## src/rtl/hazard_pkg.sv

```systemverilog
`default_nettype none
// ---------------------------------------------------------------------------
// hazard_pkg : shared opcode, FSM state type and stall-cycle defaults, rev 1.0
// ---------------------------------------------------------------------------
package hazard_pkg;

  localparam logic [2:0] OP_BRANCH = 3'b110;

  localparam logic [1:0] DEF_ALU_EX_STALL   = 2'd1;
  localparam logic [1:0] DEF_LOAD_EX_STALL  = 2'd2;
  localparam logic [1:0] DEF_LOAD_MEM_STALL = 2'd1;

  typedef enum logic {
    IDLE  = 1'b0,
    STALL = 1'b1
  } stall_state_t;

  // th1 outranks th2 so the stall count follows the forwarding detector's choice.
  function automatic logic [1:0] stall_need(
    input logic       th1,
    input logic       th2,
    input logic       memread_ex,
    input logic       memread_mem,
    input logic [1:0] alu_ex,
    input logic [1:0] load_ex,
    input logic [1:0] load_mem
  );
    logic [1:0] n;
    n = 2'd0;
    if (th1) begin
      n = memread_ex ? load_ex : alu_ex;
    end else if (th2 && memread_mem) begin
      n = load_mem;
    end
    return n;
  endfunction

endpackage
`default_nettype wire

```

## src/rtl/branch_hazard_stall_ctrl_if.sv

```systemverilog
`default_nettype none
// ---------------------------------------------------------------------------
// branch_hazard_stall_ctrl_if : ID hazard inputs and pipeline-enable outputs, rev 1.0
// ---------------------------------------------------------------------------
interface branch_hazard_stall_ctrl_if #(
  parameter int CNT_W = 32
);

  logic             valid_ID;
  logic [2:0]       op;
  logic             th1;
  logic             th2;
  logic             memread_EX;
  logic             memread_MEM;
  logic             flush;

  logic             pc_write;
  logic             ifid_write;
  logic             idex_bubble;
  logic             stall_active;
  logic [CNT_W-1:0] stall_cycles;
  logic [CNT_W-1:0] hazard_events;

  modport master (
    output valid_ID, op, th1, th2, memread_EX, memread_MEM, flush,
    input  pc_write, ifid_write, idex_bubble, stall_active,
    input  stall_cycles, hazard_events
  );

  modport slave (
    input  valid_ID, op, th1, th2, memread_EX, memread_MEM, flush,
    output pc_write, ifid_write, idex_bubble, stall_active,
    output stall_cycles, hazard_events
  );

endinterface
`default_nettype wire

```

## src/rtl/sat_counter.sv

```systemverilog
`default_nettype none
// ---------------------------------------------------------------------------
// sat_counter : W-bit up-counter that sticks at all-ones, rev 1.0
// ---------------------------------------------------------------------------
module sat_counter #(
  parameter int W = 32
) (
  input  logic         clk,
  input  logic         rst,
  input  logic         i_inc,
  output logic [W-1:0] o_count
);

  logic [W-1:0] r_count;

  always_ff @(posedge clk) begin
    if (rst) begin
      r_count <= '0;
    end else if (i_inc && (r_count != {W{1'b1}})) begin
      r_count <= r_count + W'(1);
    end
  end

  assign o_count = r_count;

endmodule
`default_nettype wire

```

## src/rtl/branch_hazard_stall_ctrl.sv

```systemverilog
`default_nettype none
// ---------------------------------------------------------------------------
// branch_hazard_stall_ctrl : holds PC/IF-ID and bubbles ID-EX for branch operand hazards, rev 1.0
// ---------------------------------------------------------------------------
module branch_hazard_stall_ctrl
  import hazard_pkg::*;
#(
  parameter int         CNT_W          = 32,
  parameter logic [1:0] ALU_EX_STALL   = DEF_ALU_EX_STALL,
  parameter logic [1:0] LOAD_EX_STALL  = DEF_LOAD_EX_STALL,
  parameter logic [1:0] LOAD_MEM_STALL = DEF_LOAD_MEM_STALL
) (
  input  logic                      clk,
  input  logic                      rst,
  branch_hazard_stall_ctrl_if.slave bus
);

  stall_state_t     r_state;
  logic [1:0]       r_rem;

  logic [1:0]       w_need;
  logic             w_branch;
  logic             w_new_hazard;
  logic             w_stall;
  logic [CNT_W-1:0] w_stall_cnt;
  logic [CNT_W-1:0] w_hazard_cnt;

  always_comb begin
    w_need       = stall_need(bus.th1, bus.th2, bus.memread_EX, bus.memread_MEM,
                              ALU_EX_STALL, LOAD_EX_STALL, LOAD_MEM_STALL);
    w_branch     = bus.valid_ID && (bus.op == OP_BRANCH) && !bus.flush;
    w_new_hazard = !rst && (r_state == IDLE) && w_branch && (w_need != 2'd0);
    // Once in STALL the bubble is already travelling, so th1/th2 no longer matter.
    w_stall      = w_new_hazard || (!rst && !bus.flush && (r_state == STALL));
  end

  assign bus.pc_write     = !w_stall;
  assign bus.ifid_write   = !w_stall;
  assign bus.idex_bubble  = !rst && (bus.flush || w_stall);
  assign bus.stall_active = w_stall;

  always_ff @(posedge clk) begin
    if (rst || bus.flush) begin
      r_state <= IDLE;
      r_rem   <= 2'd0;
    end else begin
      case (r_state)
        IDLE: begin
          if (w_new_hazard && (w_need > 2'd1)) begin
            r_state <= STALL;
            r_rem   <= w_need - 2'd1;
          end
        end
        STALL: begin
          if (r_rem <= 2'd1) begin
            r_state <= IDLE;
            r_rem   <= 2'd0;
          end else begin
            r_rem   <= r_rem - 2'd1;
          end
        end
        default: begin
          r_state <= IDLE;
          r_rem   <= 2'd0;
        end
      endcase
    end
  end

  sat_counter #(
    .W (CNT_W)
  ) u_stall_cnt (
    .clk     (clk),
    .rst     (rst),
    .i_inc   (w_stall),
    .o_count (w_stall_cnt)
  );

  sat_counter #(
    .W (CNT_W)
  ) u_hazard_cnt (
    .clk     (clk),
    .rst     (rst),
    .i_inc   (w_new_hazard),
    .o_count (w_hazard_cnt)
  );

  assign bus.stall_cycles  = w_stall_cnt;
  assign bus.hazard_events = w_hazard_cnt;

  a_rem_live: assert property (@(posedge clk) disable iff (rst)
    (r_state == STALL) |-> (r_rem != 2'd0));

  a_hold_pair: assert property (@(posedge clk)
    bus.pc_write == bus.ifid_write);

endmodule
`default_nettype wire
```

## src/flat_wrapper.sv

```systemverilog
// flat-port wrapper written by rule: the top's interface ports become plain ports
module branch_hazard_stall_ctrl_flat import hazard_pkg::*;
#(
  parameter int         CNT_W          = 32,
  parameter logic [1:0] ALU_EX_STALL   = DEF_ALU_EX_STALL,
  parameter logic [1:0] LOAD_EX_STALL  = DEF_LOAD_EX_STALL,
  parameter logic [1:0] LOAD_MEM_STALL = DEF_LOAD_MEM_STALL
)
  (clk, rst, bus_valid_ID, bus_op, bus_th1, bus_th2, bus_memread_EX, bus_memread_MEM, bus_flush, bus_pc_write, bus_ifid_write, bus_idex_bubble, bus_stall_active, bus_stall_cycles, bus_hazard_events);
  branch_hazard_stall_ctrl_if #(.CNT_W(CNT_W)) bus_i ();
  input  logic clk;
  input  logic rst;
  input wire logic [$bits(bus_i.valid_ID)-1:0] bus_valid_ID;
  input wire logic [$bits(bus_i.op)-1:0] bus_op;
  input wire logic [$bits(bus_i.th1)-1:0] bus_th1;
  input wire logic [$bits(bus_i.th2)-1:0] bus_th2;
  input wire logic [$bits(bus_i.memread_EX)-1:0] bus_memread_EX;
  input wire logic [$bits(bus_i.memread_MEM)-1:0] bus_memread_MEM;
  input wire logic [$bits(bus_i.flush)-1:0] bus_flush;
  output wire logic [$bits(bus_i.pc_write)-1:0] bus_pc_write;
  output wire logic [$bits(bus_i.ifid_write)-1:0] bus_ifid_write;
  output wire logic [$bits(bus_i.idex_bubble)-1:0] bus_idex_bubble;
  output wire logic [$bits(bus_i.stall_active)-1:0] bus_stall_active;
  output wire logic [$bits(bus_i.stall_cycles)-1:0] bus_stall_cycles;
  output wire logic [$bits(bus_i.hazard_events)-1:0] bus_hazard_events;
  assign bus_i.valid_ID = bus_valid_ID;
  assign bus_i.op = bus_op;
  assign bus_i.th1 = bus_th1;
  assign bus_i.th2 = bus_th2;
  assign bus_i.memread_EX = bus_memread_EX;
  assign bus_i.memread_MEM = bus_memread_MEM;
  assign bus_i.flush = bus_flush;
  assign bus_pc_write = bus_i.pc_write;
  assign bus_ifid_write = bus_i.ifid_write;
  assign bus_idex_bubble = bus_i.idex_bubble;
  assign bus_stall_active = bus_i.stall_active;
  assign bus_stall_cycles = bus_i.stall_cycles;
  assign bus_hazard_events = bus_i.hazard_events;
  branch_hazard_stall_ctrl #(.CNT_W(CNT_W), .ALU_EX_STALL(ALU_EX_STALL), .LOAD_EX_STALL(LOAD_EX_STALL), .LOAD_MEM_STALL(LOAD_MEM_STALL)) u_core (.clk(clk), .rst(rst), .bus(bus_i));
endmodule
```

## config.mk

```make
export PLATFORM = sky130hd
export DESIGN_NAME = branch_hazard_stall_ctrl_flat
export DESIGN_NICKNAME = d
export VERILOG_FILES = /design/src/rtl/hazard_pkg.sv /design/src/rtl/branch_hazard_stall_ctrl_if.sv /design/src/rtl/sat_counter.sv /design/src/rtl/branch_hazard_stall_ctrl.sv /design/src/flat_wrapper.sv
export SDC_FILE = /design/constraint.sdc
export NUM_CORES = 1
export LEC_CHECK = 0
export BUFFER_PORTS_ARGS = -buffer_cell sky130_fd_sc_hd__buf_2
export CAP_MARGIN = 20
export CORE_MARGIN = 8
export CORE_UTILIZATION = 40
export CTS_CLUSTER_DIAMETER = 30
export DETAILED_ROUTE_END_ITERATION = 12
export PLACE_DENSITY = 0.66
export SYNTH_ARGS = -nofsm -noshare
export SYNTH_HDL_FRONTEND = slang
export SYNTH_SLANG_ARGS = --single-unit
```

## constraint.sdc

```tcl
create_clock -name clk -period 4 [get_ports clk]
set_input_delay 0.8 -clock clk [delete_from_list [all_inputs] [get_ports clk]]
set_output_delay 0.8 -clock clk [all_outputs]
set_load 0.005 [all_outputs]
```

==> out/metrics.cfg <==
[yosys]
netlist_instances = 428
ys_seq_area_frac = 0.380
yosysWarnings = 0
synthDistinctLibCells = 49
async_flop_share = 0
syn_area_per_cell_um2 = 8.25
synthesis.nets = 442
synth_edf_count = 0
synth-main-ff-cell = dfxtp_1
ys_seq_elements = 67
synth_area_um2 = 3530

[detailed_routing]
viasPerCell = 5.82
postRouteAntennaNets = 0
vias = 3599
top_layer = met5
drt_iter0_drc = 158
totalWireLength_um = 9590
met1_length_um = 4470
wl_met3_um = 771
drc = 0
wl_per_cell_um = 15.5
dr_wl_met2_um = 4200
drtPass1Iterations = 4

[floorplan]
initial_core_util = 0.409
die-area_um2 = 12100
io_pins = 79
rows = 34
fp.dieW_um = 110
die-height_um = 110
core_area_um2 = 8640

[global_routing]
grt_usage = 0.160
grt_overflow = 0
grt_pass1_wl_um = 15800
grt_pass1_vias = 3353
grt_max_degree = 59
antenna_found_initial = 1

[timing]
grt_setup_unrepaired = no
finalHoldViolCount = 0
hold_ws_ps = 473
period_minus_slack_ps = 3300
period_share = 0.824
maxSlewViolCount = 0
setup_tns_ps = 0
tightest_slew_ps = 961
slew_headroom = 0.351
clock.fmax_ghz = 0.303
setup_viol = 0
finClkSkew_ps = 9.06

[critical_path]
path_buf_inv = 3
critPathCaptureType = primary output
ff2ff_setup_slack_ps = 1490
cp_top_family = simple AND/OR/NAND/NOR gates
cp_slowest_cell = or3_1
cpPeakStageDelay_ps = 350
regToRegEndpoint = u_core.u_hazard_cnt.o_count[11]$_SDFFE_PP0P_
r2r_cells = 5
worstPathRequired_ps = 3200
critPathArrivalTime_ps = 2500
r2r-start = u_core.u_hazard_cnt.o_count[25]$_SDFFE_PP0P_
startpoint_type = input pin
crit_start = bus_th1
cp_max_fo = 11
path_cells = buf_2 > mux2_2 > ha_1 > or3_1 > o2bb2ai_1 > buf_4 > nor2_1 > nor2_1 > buf_2
crit_type = input pin to primary output

[finish]
fin_area_um2 = 4260
syn_to_final_growth_pct = 20.6
finalNonFillerCells = 618
drive_above_1_share = 0.229
layout.nets = 519
fin_util = 0.493
num_antenna_cells = 0

[clocking]
clk_pin_slew_ps = 80
htreeDepth = 3
cts_hold_buffers = 0
ctsResizeCount = 0
cts_tree = built
clock-sinks = 67
clk_path_buf_depth = 2
root_buffer = clkbuf_8
cts_setup_buffers = 0
cts_made_buffers = 9
clock_latency_ps = 340

[min_path]
hold_path_end = u_core.r_state$_SDFF_PP0_
holdPathStages = 2
hold_path.class = register to register
hp-start = u_core.r_rem[1]$_SDFFE_PP0P_

[placed_design]
place_inst = 602
gp_congestion = 0.931
dp_hpwl_um = 6900
placedInstanceArea_um2 = 4020
portBuffers = 78

[status]
status = finished clean

[flow_run]
maxCapViolCount = 0

[pwr]
p_per_area_nw_per_um2 = 326
p_leak_nw = 1.55
vdd.ir_drop.worst_v = 0.000159

-- cell usage after synthesis (2+ instances only) --
cell,n,share of area
nand2_1,38,0.040
nor2b_1,8,0.014
a21oi_1,45,0.064
and3_1,6,0.011
o41ai_2,2,0.0092
or3_1,24,0.043
ha_1,3,0.011
and4_1,10,0.025
buf_4,3,0.0064
o41ai_1,2,0.0050
mux2_2,7,0.022
nor4b_1,2,0.0050
or4_1,22,0.047
o31ai_1,23,0.049
nor3_1,9,0.013
xor2_1,4,0.0099
nand4_1,18,0.032
nand3_1,26,0.037
o21ai_0,21,0.030
or2_2,2,0.0035
inv_1,9,0.0096
and2_1,5,0.0089
clkbuf_1,9,0.0096
nor4_1,5,0.0089
nor4_2,2,0.0071
o211ai_1,4,0.0085
mux2i_1,3,0.0085
dfxtp_1,67,0.38
buf_2,5,0.0071
nor2_1,25,0.027
-- registers in the layout (all words and copies together) (netlist names) --
register                     cells
u_core.r_rem                     2
u_core.r_state                   1
u_core.u_hazard_cnt.o_count     32
u_core.u_stall_cnt.o_count      32
-- cell families after synthesis --
family	after synthesis	synth area share
multiplexers	11	0.0340
buffers and inverters	27	0.0337
adder cells (fa/ha/maj)	3	0.0106
XOR/XNOR	5	0.0124
flip-flops	67	0.380
AO/OA/AOI/OAI	105	0.185
AND/OR/NAND/NOR	210	0.345
-- cells in the final DEF, fill, tap and decap left out, types with 2 or more instances in the layout --
master	n
nand3_1	26
and4_1	10
o21ai_0	21
nor4b_1	2
clkinv_2	2
buf_2	78
or4_1	22
nor2b_1	8
buf_4	6
nor4_2	2
mux2_2	7
xor2_1	4
or2_2	2
inv_1	9
and2_1	5
dfxtp_1	67
o31ai_1	23
nor2_1	25
nand2_1	38
nor4_1	5
ha_1	3
nand4_1	18
a21oi_1	45
o41ai_2	2
o41ai_1	2
bufinv_16	3
clkbuf_8	9
or3_1	24
and3_1	6
nor3_1	9
mux2i_1	3
o211ai_1	4
-- tightest hold or removal path, delay by kind of cell (launching register included) --
kind / cells / cell delay, ps
AO/OA/AOI/OAI: 1 / 50
flip-flops: 1 / 330
AND/OR/NAND/NOR: 1 / 60
-- how the worst max path moves through the flow --
stage	to	slack (ps)	depth (start not counted)
floorplan	u_core.u_hazard_cnt.o_count[21]$_SDFFE_PP0P_	950	7
global placement	u_core.u_hazard_cnt.o_count[28]$_SDFFE_PP0P_	720	8
detailed placement	u_core.u_hazard_cnt.o_count[31]$_SDFFE_PP0P_	660	8
CTS	bus_idex_bubble	720	9
global route	bus_idex_bubble	610	9
finish	bus_idex_bubble	700	9
-- per-stage QoR --
step           total power (W)  worst slack (ps)
6_report               0.00139               705
5_1_grt                0.00144               611
4_1_cts                0.00140               721
3_5_place_dp          0.000715               657
3_3_place_gp          0.000714               715
2_1_floorplan         0.000702               954
-- layer usage --
| layer | up-vias | track usage |
|---|---|---|
| li1 | 1793 | - |
| met1 | 1697 | 0.201 |
| met2 | 89 | 0.246 |
| met3 | 18 | 0.0592 |
| met4 | 2 | 0.0588 |
| met5 | - | 0 |
-- power by group --
| group | internal, W | switching (W) | total (W) |
|---|---|---|---|
| sequential | 0.000666 | 0.000000305 | 0.000667 |
| combinational | 0.0000103 | 0.0000225 | 0.0000327 |
| clock | 0.000413 | 0.000276 | 0.000688 |
-- layout make-up --
cell class	instances	area, um2
fillers	846	4380
multi-input cells	334	2070
flip-flops and latches	67	1340
repair buffers	84	435
well taps	108	135
clock buffers	9	124
clock inverters	7	116
inverters	9	33.8
Power figures use the tool's default switching activity.
